`src/rtl/rowsum_reader_d.sv`:
```
// rtl/rowsum_reader_d.sv - D-matrix row-sum reader with valid/ready row output
//
// Purpose:
//   Once the D-matrix BRAM reports it is fully written, sweep the M x R matrix
//   row by row through BRAM port B, sum each row, and hand one sum per row to
//   the next arithmetic stage over a valid/ready handshake. A running grand
//   total of all transferred rows is kept alongside.
//
// Ports:
//   clk        in   system clock, rising edge
//   reset      in   synchronous, active-high; clears all state
//   wrD_done   in   D BRAM fully written; only looked at while idle
//   addrbD     out  registered BRAM port-B read address
//   doutbD     in   BRAM read data, valid one cycle after addrbD
//   row_sum    out  unsigned sum of the row being presented
//   row_idx    out  row number of row_sum
//   row_valid  out  row_sum/row_idx valid
//   row_ready  in   consumer accepts; transfer when row_valid & row_ready
//   grand_sum  out  sum of all rows transferred so far
//   done       out  all rows transferred; sticky until reset

module rowsum_reader_d #(
    parameter int M     = 3,
    parameter int R     = 5,
    parameter int BASE  = 1,
    parameter int SUM_W = 40
) (
    input  logic             clk,
    input  logic             reset,
    input  logic             wrD_done,
    output logic [7:0]       addrbD,
    input  logic [31:0]      doutbD,
    output logic [SUM_W-1:0] row_sum,
    output logic [7:0]       row_idx,
    output logic             row_valid,
    input  logic             row_ready,
    output logic [SUM_W-1:0] grand_sum,
    output logic             done
);

    // The whole matrix must fit in the 8-bit address space without wrapping.
    if (M < 1 || R < 1 || BASE < 0 || BASE + M * R - 1 > 255) begin : g_bad_params
        $error("rowsum_reader_d: matrix does not fit the 8-bit D address space");
    end

    localparam logic [7:0] BASE_ADDR = 8'(BASE);
    localparam logic [7:0] LAST_CNT  = 8'(R - 1);
    localparam logic [7:0] LAST_ROW  = 8'(M - 1);

    typedef enum logic [2:0] {
        S_IDLE,
        S_READ,
        S_DRAIN,
        S_OUT,
        S_DONE
    } state_t;

    state_t           state_q;
    logic [7:0]       addr_q;
    logic [7:0]       cnt_q;
    logic [7:0]       row_idx_q;
    logic [SUM_W-1:0] acc_q;
    logic [SUM_W-1:0] acc_d;
    logic [SUM_W-1:0] row_sum_q;
    logic [SUM_W-1:0] grand_q;
    logic             iss_q;
    logic             valid_q;
    logic             done_q;
    logic [SUM_W-1:0] dout_ext;
    logic [7:0]       next_row_addr;

    assign dout_ext = SUM_W'(doutbD);

    // Start address of the row after the one currently held on the output.
    assign next_row_addr = 8'(BASE + (int'(row_idx_q) + 1) * R);

    // iss_q marks that the address presented in the previous cycle was a real
    // read, so the word now on doutbD belongs to the current row.
    always_comb begin
        acc_d = acc_q;
        if (iss_q) begin
            acc_d = acc_q + dout_ext;
        end
    end

    always_ff @(posedge clk) begin
        if (reset) begin
            state_q   <= S_IDLE;
            addr_q    <= 8'd0;
            cnt_q     <= 8'd0;
            row_idx_q <= 8'd0;
            acc_q     <= '0;
            row_sum_q <= '0;
            grand_q   <= '0;
            iss_q     <= 1'b0;
            valid_q   <= 1'b0;
            done_q    <= 1'b0;
        end else begin
            acc_q <= acc_d;
            iss_q <= 1'b0;
            case (state_q)
                S_IDLE: begin
                    if (wrD_done) begin
                        state_q <= S_READ;
                        addr_q  <= BASE_ADDR;
                        cnt_q   <= 8'd0;
                        acc_q   <= '0;
                    end
                end
                S_READ: begin
                    addr_q <= addr_q + 8'd1;
                    cnt_q  <= cnt_q + 8'd1;
                    iss_q  <= 1'b1;
                    if (cnt_q == LAST_CNT) begin
                        state_q <= S_DRAIN;
                    end
                end
                S_DRAIN: begin
                    // The last word of the row arrives this cycle; capture the
                    // sum including it. addr_q already points at the next row.
                    row_sum_q <= acc_d;
                    valid_q   <= 1'b1;
                    state_q   <= S_OUT;
                end
                S_OUT: begin
                    // valid_q is always high here, so row_ready alone marks a transfer.
                    if (row_ready) begin
                        valid_q <= 1'b0;
                        grand_q <= grand_q + row_sum_q;
                        if (row_idx_q == LAST_ROW) begin
                            done_q  <= 1'b1;
                            state_q <= S_DONE;
                        end else begin
                            row_idx_q <= row_idx_q + 8'd1;
                            acc_q     <= '0;
                            cnt_q     <= 8'd0;
                            addr_q    <= next_row_addr;
                            state_q   <= S_READ;
                        end
                    end
                end
                S_DONE: begin
                    state_q <= S_DONE;
                end
                default: begin
                    state_q <= S_IDLE;
                end
            endcase
        end
    end

    assign addrbD    = addr_q;
    assign row_sum   = row_sum_q;
    assign row_idx   = row_idx_q;
    assign row_valid = valid_q;
    assign grand_sum = grand_q;
    assign done      = done_q;

    // A stalled row must not change until the consumer takes it.
    a_hold_stalled_row: assert property (@(posedge clk) disable iff (reset)
        (row_valid && !row_ready) |=>
        (row_valid && $stable(row_sum) && $stable(row_idx) && $stable(addrbD)));

    a_done_sticky: assert property (@(posedge clk) disable iff (reset)
        done |=> done);

endmodule

```
`config.mk`:
```
export PLATFORM = sky130hd
export DESIGN_NAME = rowsum_reader_d
export DESIGN_NICKNAME = d
export VERILOG_FILES = /design/src/rtl/rowsum_reader_d.sv
export SDC_FILE = /design/constraint.sdc
export NUM_CORES = 1
export LEC_CHECK = 0
export CORE_MARGIN = 1.5
export CORE_UTILIZATION = 33
export CTS_CLUSTER_DIAMETER = 50
export DETAILED_ROUTE_END_ITERATION = 12
export HOLD_SLACK_MARGIN = 0.12
export PLACE_DENSITY = 0.61
export SLEW_MARGIN = 20
export SYNTH_ARGS = -nofsm -noshare
export SYNTH_HDL_FRONTEND = slang
export SYNTH_SLANG_ARGS = --single-unit
```
`constraint.sdc`:
```
create_clock -name clk -period 8.16 [get_ports clk]
set_input_delay 1.632 -clock clk [delete_from_list [all_inputs] [get_ports clk]]
set_output_delay 1.632 -clock clk [all_outputs]
set_load 0.02 [all_outputs]
```
# After elaboration in Yosys (flattened, before gate mapping)
# Cells that the tools add are included.
# Widths: inputs -> output; s select.
[classes]
addsub = 7
mul = 1
eq_ne = 10
muxes = 21
bitwise = 1
n_reduce_logical = 9
[op_table]
columns = ["op", "n"]
rows = [
  ["$mux 40", 4],
  ["$pmux 40 s2", 1],
  ["$mux 8", 6],
  ["$pmux 8 s3", 2],
  ["$add 40x32->40", 1],
  ["$add 40x40->40", 1],
  ["$add 8x1->8 const B", 3],
  ["$pmux 3 s5", 1],
  ["$mux 3", 4],
  ["$add 8x1->9 const B", 1],
  ["$mul 9x3->8 const B", 1],
  ["$reduce_and 3->1", 3],
  ["$add 1x8->8 const A", 1],
  ["$eq 8x2->1 const B", 1],
  ["$eq 8x3->1 const B", 1],
  ["$ne 2x2->1 const B", 4],
  ["$eq 3x2->1 const B", 2],
  ["$reduce_and 2->1", 2],
  ["$reduce_and 4->1", 1],
  ["$eq 3x1->1 const B", 1],
  ["$eq 3x3->1 const B", 1],
  ["$logic_not 3->1", 1],
  ["$reduce_bool 3->1", 1],
  ["$mux 1", 2],
  ["other kinds (3)", 3],
]
[word_totals]
register_bits = 150
inputBits = 36
output_inout_bits = 98
wordCells = 59

# Longest topological paths before layout
[logic_depth]
depth_word = 6
mapped_depth = 12
ltp_nobuf = 12

# Least setup slack after synthesis
# OpenSTA, ideal clock, no wires.
[synth_path]
kind = "input-to-reg"
start = "input port doutbD[0]"
end = "register row_sum_q[30] (netlist: row_sum[30])"
setup_ns = 0.115
t_arrival_ns = 4.175
required_ns = 8.045
slack_ns = 3.870
stages = 11
path_buffers = 0
cell_sequence = "ha_1 fa_1 a21o_2 a21oi_1 o21ai_2 a221o_2 a21oi_4 o21ai_2 a21bo_2 xnor2_1 a2111oi_0"
[synth_via]
elab_chain_len = 2
[synth_rtl]
columns = ["item", "line", "text"]
rows = [
  ["start: declaration", "32", "input logic [31:0] doutbD,"],
  ["$add 40x32->40", "82", "acc_d = acc_q + dout_ext;"],
  ["$mux 40", "81", "if (iss_q) begin"],
  ["end signal: assignment", "93", "row_sum_q <= '0;"],
  ["end signal: assignment", "121", "row_sum_q <= acc_d;"],
  ["end: declaration", "64", "logic [SUM_W-1:0] row_sum_q;"],
]
# Every way passes these cells.
# A chain may end at the register's enable or synchronous reset.

# Final worst setup path
# Ends and elaborated chain as after synthesis.

==> results.sh <==
export IMPL_wl_met1_um=14100
export IMPL_worstSetupEndpointType="register"
export IMPL_period_minus_slack_ps=4680
export IMPL_synth_top_family_by_area="compound AO/OA/AOI/OAI gates"
export IMPL_routed_via_count=9217
export IMPL_antenna_found_initial=0
export IMPL_synth_area_leader_cell="dfxtp_1"
export IMPL_yosysWarnings=0
export IMPL_grt_start_max_net_pins=67
export IMPL_intPower_w=0.00130
export IMPL_synth_xor_area_share_pct=7.35
export IMPL_drt_iter0_markers=765
export IMPL_status="completed"
export IMPL_portBuffers=133
export IMPL_ys_seq_area_share_pct=30.3
export IMPL_required_ps=8470
export IMPL_root_buffer="clkbuf_16"
export IMPL_p_leak_nw=4.99
export IMPL_antenna_left=0
export IMPL_synth_compound_area_share_pct=26.0
export IMPL_critPathMostFrequentCell="o21ai_2"
export IMPL_peakVddDrop_uv=131
export IMPL_p_total_w=0.00184
export IMPL_synth_ff_type="dfxtp_1"
export IMPL_crit_family="compound AO/OA/AOI/OAI gates"
export IMPL_place_congestion=0.927
export IMPL_top_layer="met4"
export IMPL_critPathSlowestCell="clkdlybuf4s50_1"
export IMPL_synthMuxAreaShare_pct=2.45
export IMPL_synth_cells=1228
export IMPL_rows=63
export IMPL_num_io_pins=134
export IMPL_synthArstFlopShare_pct=0
export IMPL_min_from="grand_sum[22]$_SDFFE_PP0P_"
export IMPL_finalHoldViolCount=0
export IMPL_wl_per_cell_um=16.9
export IMPL_area_delta_synth_final_pct=22.3
export IMPL_n_antenna_cell=0
export IMPL_fin_nets=1452
export IMPL_yosysTopAreaCellShare_pct=30.3
export IMPL_core_area_um2=29600
export IMPL_multi_input_area_um2=6510
export IMPL_viasPerCell=5.33
export IMPL_yosysUniqueCellTypes=82
export IMPL_post_cts_resized=0
export IMPL_wirelength_um=29200
export IMPL_post_route_drc_count=0
export IMPL_path_class="in2reg"
export IMPL_synthAdderAreaFrac_pct=11.4
export IMPL_grt_ovfl_total=0
export IMPL_max_slew_margin_rel_pct=47.5
export IMPL_hold_path_depth=2
export IMPL_syn_num_nets=1353
export IMPL_clockBufferDepth=2
export IMPL_cap_violations=0
export IMPL_hpwl_um=21900
export IMPL_synth_common_cells="dfxtp_1 (150), a21oi_1 (136), nor2_1 (125)"
export IMPL_grt_usage_pct=18.9
export IMPL_finalSetupViolations=0
export IMPL_power_density_nw_per_um2=152
export IMPL_dieArea_um2=31000
export IMPL_wl_met3_um=1430
export IMPL_path_buf_inv=1
export IMPL_start_util_pct=33.5
export IMPL_rsz0062_at_grt="no"
export IMPL_fin_tns_setup_ps=0
export IMPL_switchingPower_w=0.000541
export IMPL_min_period_over_period_pct=57.3
export IMPL_critPathMaxStageDelay_ps=410
export IMPL_numCtsBuffers=17
export IMPL_maxSlewViolCount=0
export IMPL_r2r_start="row_idx[0]$_SDFFE_PP0P_"
export IMPL_crit_path_start_kind="primary input"
export IMPL_grt_pass1_wl_um=46600
export IMPL_htree_levels=4
export IMPL_clockPowerShare_pct=43.8
export IMPL_r2r_cells=12
export IMPL_yosys_area_share_simple_pct=18.5
export IMPL_clkTransAtPathRegs_ps=70
export IMPL_min_to="grand_sum[22]$_SDFFE_PP0P_"
export IMPL_synth_area_top_cells="dfxtp_1 (30%), ha_1 (11%), a21oi_1 (6.9%), nor2_1 (4.7%), nand2_1 (4.5%)"
export IMPL_cp_arrival_ps=4990
export IMPL_r2r_slack_ps=4800
export IMPL_grt_pass1_vias=8516
export IMPL_switching_share_pct=29.4
export IMPL_critPathMaxFanout=6
export IMPL_dr_wl_met2_um=13300
export IMPL_cts_sinks=150
export IMPL_r2r_end="acc_q[23]$_SDFF_PP0_"
export IMPL_cts_tree="built"
export IMPL_yosysMostFrequentCell="dfxtp_1"
export IMPL_die_y_um=176
export IMPL_fillers=3000
export IMPL_holdBufCountCts=0
export IMPL_pwr_share_seq_pct=42.3
export IMPL_seq_area_um2=3000
export IMPL_dr_pass1_iters=5
export IMPL_synth_area_um2=9900
export IMPL_synth_edf_count=0
export IMPL_avgSynthCellArea_um2=8.06
export IMPL_drive_gt1_share_pct=5.60
export IMPL_worstMarginPinSlew_ps=786
export IMPL_fmaxAchievable_mhz=214
export IMPL_hp_class="reg2reg"
export IMPL_pwr_share_comb_pct=13.9
export IMPL_post_cts_setup_buffer_count=0
export IMPL_synth_ff_latch_count=150
export IMPL_worstPathCellList="clkdlybuf4s50_1 -> ha_1 -> fa_1 -> a21o_2 -> a21oi_1 -> o21ai_2 -> a221o_2 -> a21oi_4 -> o21ai_2 -> a21bo_2 -> xnor2_1 -> a2111oi_0"
export IMPL_finClkSkew_ps=13.2
export IMPL_dieWidth_um=176
export IMPL_clock_latency_ps=430
-- final cells by class --
cell class	instances	area share (%)
Inverter	28	0.868
Clock inverter	14	1.26
Timing Repair Buffer	141	11.6
Tap cell	390	4.03
Clock buffer	18	3.63
Sequential cell	150	24.8
Multi-Input combinational cell	989	53.8
-- sequential cells by signal, indices dropped and copies added, names as in the netlist --
signal,flops
row_idx,8
done,1
acc_q,40
state_q,3
addrbD,8
iss_q,1
grand_sum,40
cnt_q,8
row_sum,40
row_valid,1
-- worst max-delay path by stage --
stage / from / endpoint / slack (ps) / depth (start not counted)
floorplan: doutbD[0] / row_sum[30]$_SDFFE_PP0P_ / 3870 / 11
global placement: doutbD[0] / row_sum[30]$_SDFFE_PP0P_ / 3150 / 12
detailed placement: doutbD[0] / row_sum[24]$_SDFFE_PP0P_ / 3080 / 12
CTS: doutbD[0] / row_sum[30]$_SDFFE_PP0P_ / 3530 / 12
global route: doutbD[0] / row_sum[24]$_SDFFE_PP0P_ / 3300 / 12
finish: doutbD[0] / row_sum[30]$_SDFFE_PP0P_ / 3480 / 12
-- logic make-up (layout without fill, tap and decap cells) --
| family | Yosys count | after routing |
|---|---|---|
| adder cells (fa/ha/maj) | 89 | 89 |
| AO/OA/AOI/OAI | 402 | 402 |
| AND/OR/NAND/NOR | 391 | 391 |
| flip-flops | 150 | 150 |
| buffers and inverters | 89 | 201 |
| multiplexers | 24 | 24 |
| XOR/XNOR | 83 | 83 |
-- cells in the final DEF (no fill, tap or decap), types with 7 or more instances in the layout --
master,instances
a21o_1,54
xnor2_1,38
nand3_1,36
xor2_1,45
buf_4,7
ha_1,87
inv_1,26
nor2b_1,7
a21oi_1,136
o21ai_0,77
a211oi_1,23
nor3_1,18
mux2i_1,22
nand2_1,118
clkbuf_16,17
a31oi_1,13
and2_1,7
o21bai_1,20
o21a_1,9
dfxtp_1,149
nand4_1,20
and3_1,14
nor2_1,125
clkdlybuf4s50_1,132
-- through the flow --
stage	setup slack (ps)	instances	hold slack (ps)	area (um2)	utilization [%]
after floorplan	3870	1228	469	9900	-
after global placement	3150	1697	459	11500	38.8
after detailed placement	3080	1697	470	11500	38.8
after CTS	3530	1729	479	12100	40.8
after global routing	3300	1730	492	12100	40.9
final	3480	1730	474	12100	40.9
-- per-layer routing --
layer	GRT usage, %	up-vias
met3	2.82	23
met1	26.1	4292
met5	0	-
met2	30.9	242
met4	4.63	0
li1	-	4660
-- power groups by stage --
stage	sequential [W]	combinational (W)	clock, W
floorplan	0.000802	0.000149	0
global placement	0.000796	0.000249	0
detailed placement	0.000795	0.000251	0
CTS	0.000779	0.000253	0.000821
global route	0.000781	0.000280	0.000848
finish	0.000778	0.000256	0.000806
-- worst register-to-register path: cells and delay by family (launching register included) --
| kind | cells | cell delay (ps) |
|---|---|---|
| and+or+nand+nor | 6 | 1930 |
| buffers and inverters | 4 | 700 |
| DFF | 1 | 370 |
| adders and majority gates | 1 | 170 |
| AOI/OAI and AO/OA | 1 | 70 |
Power figures use the tool's default switching activity.
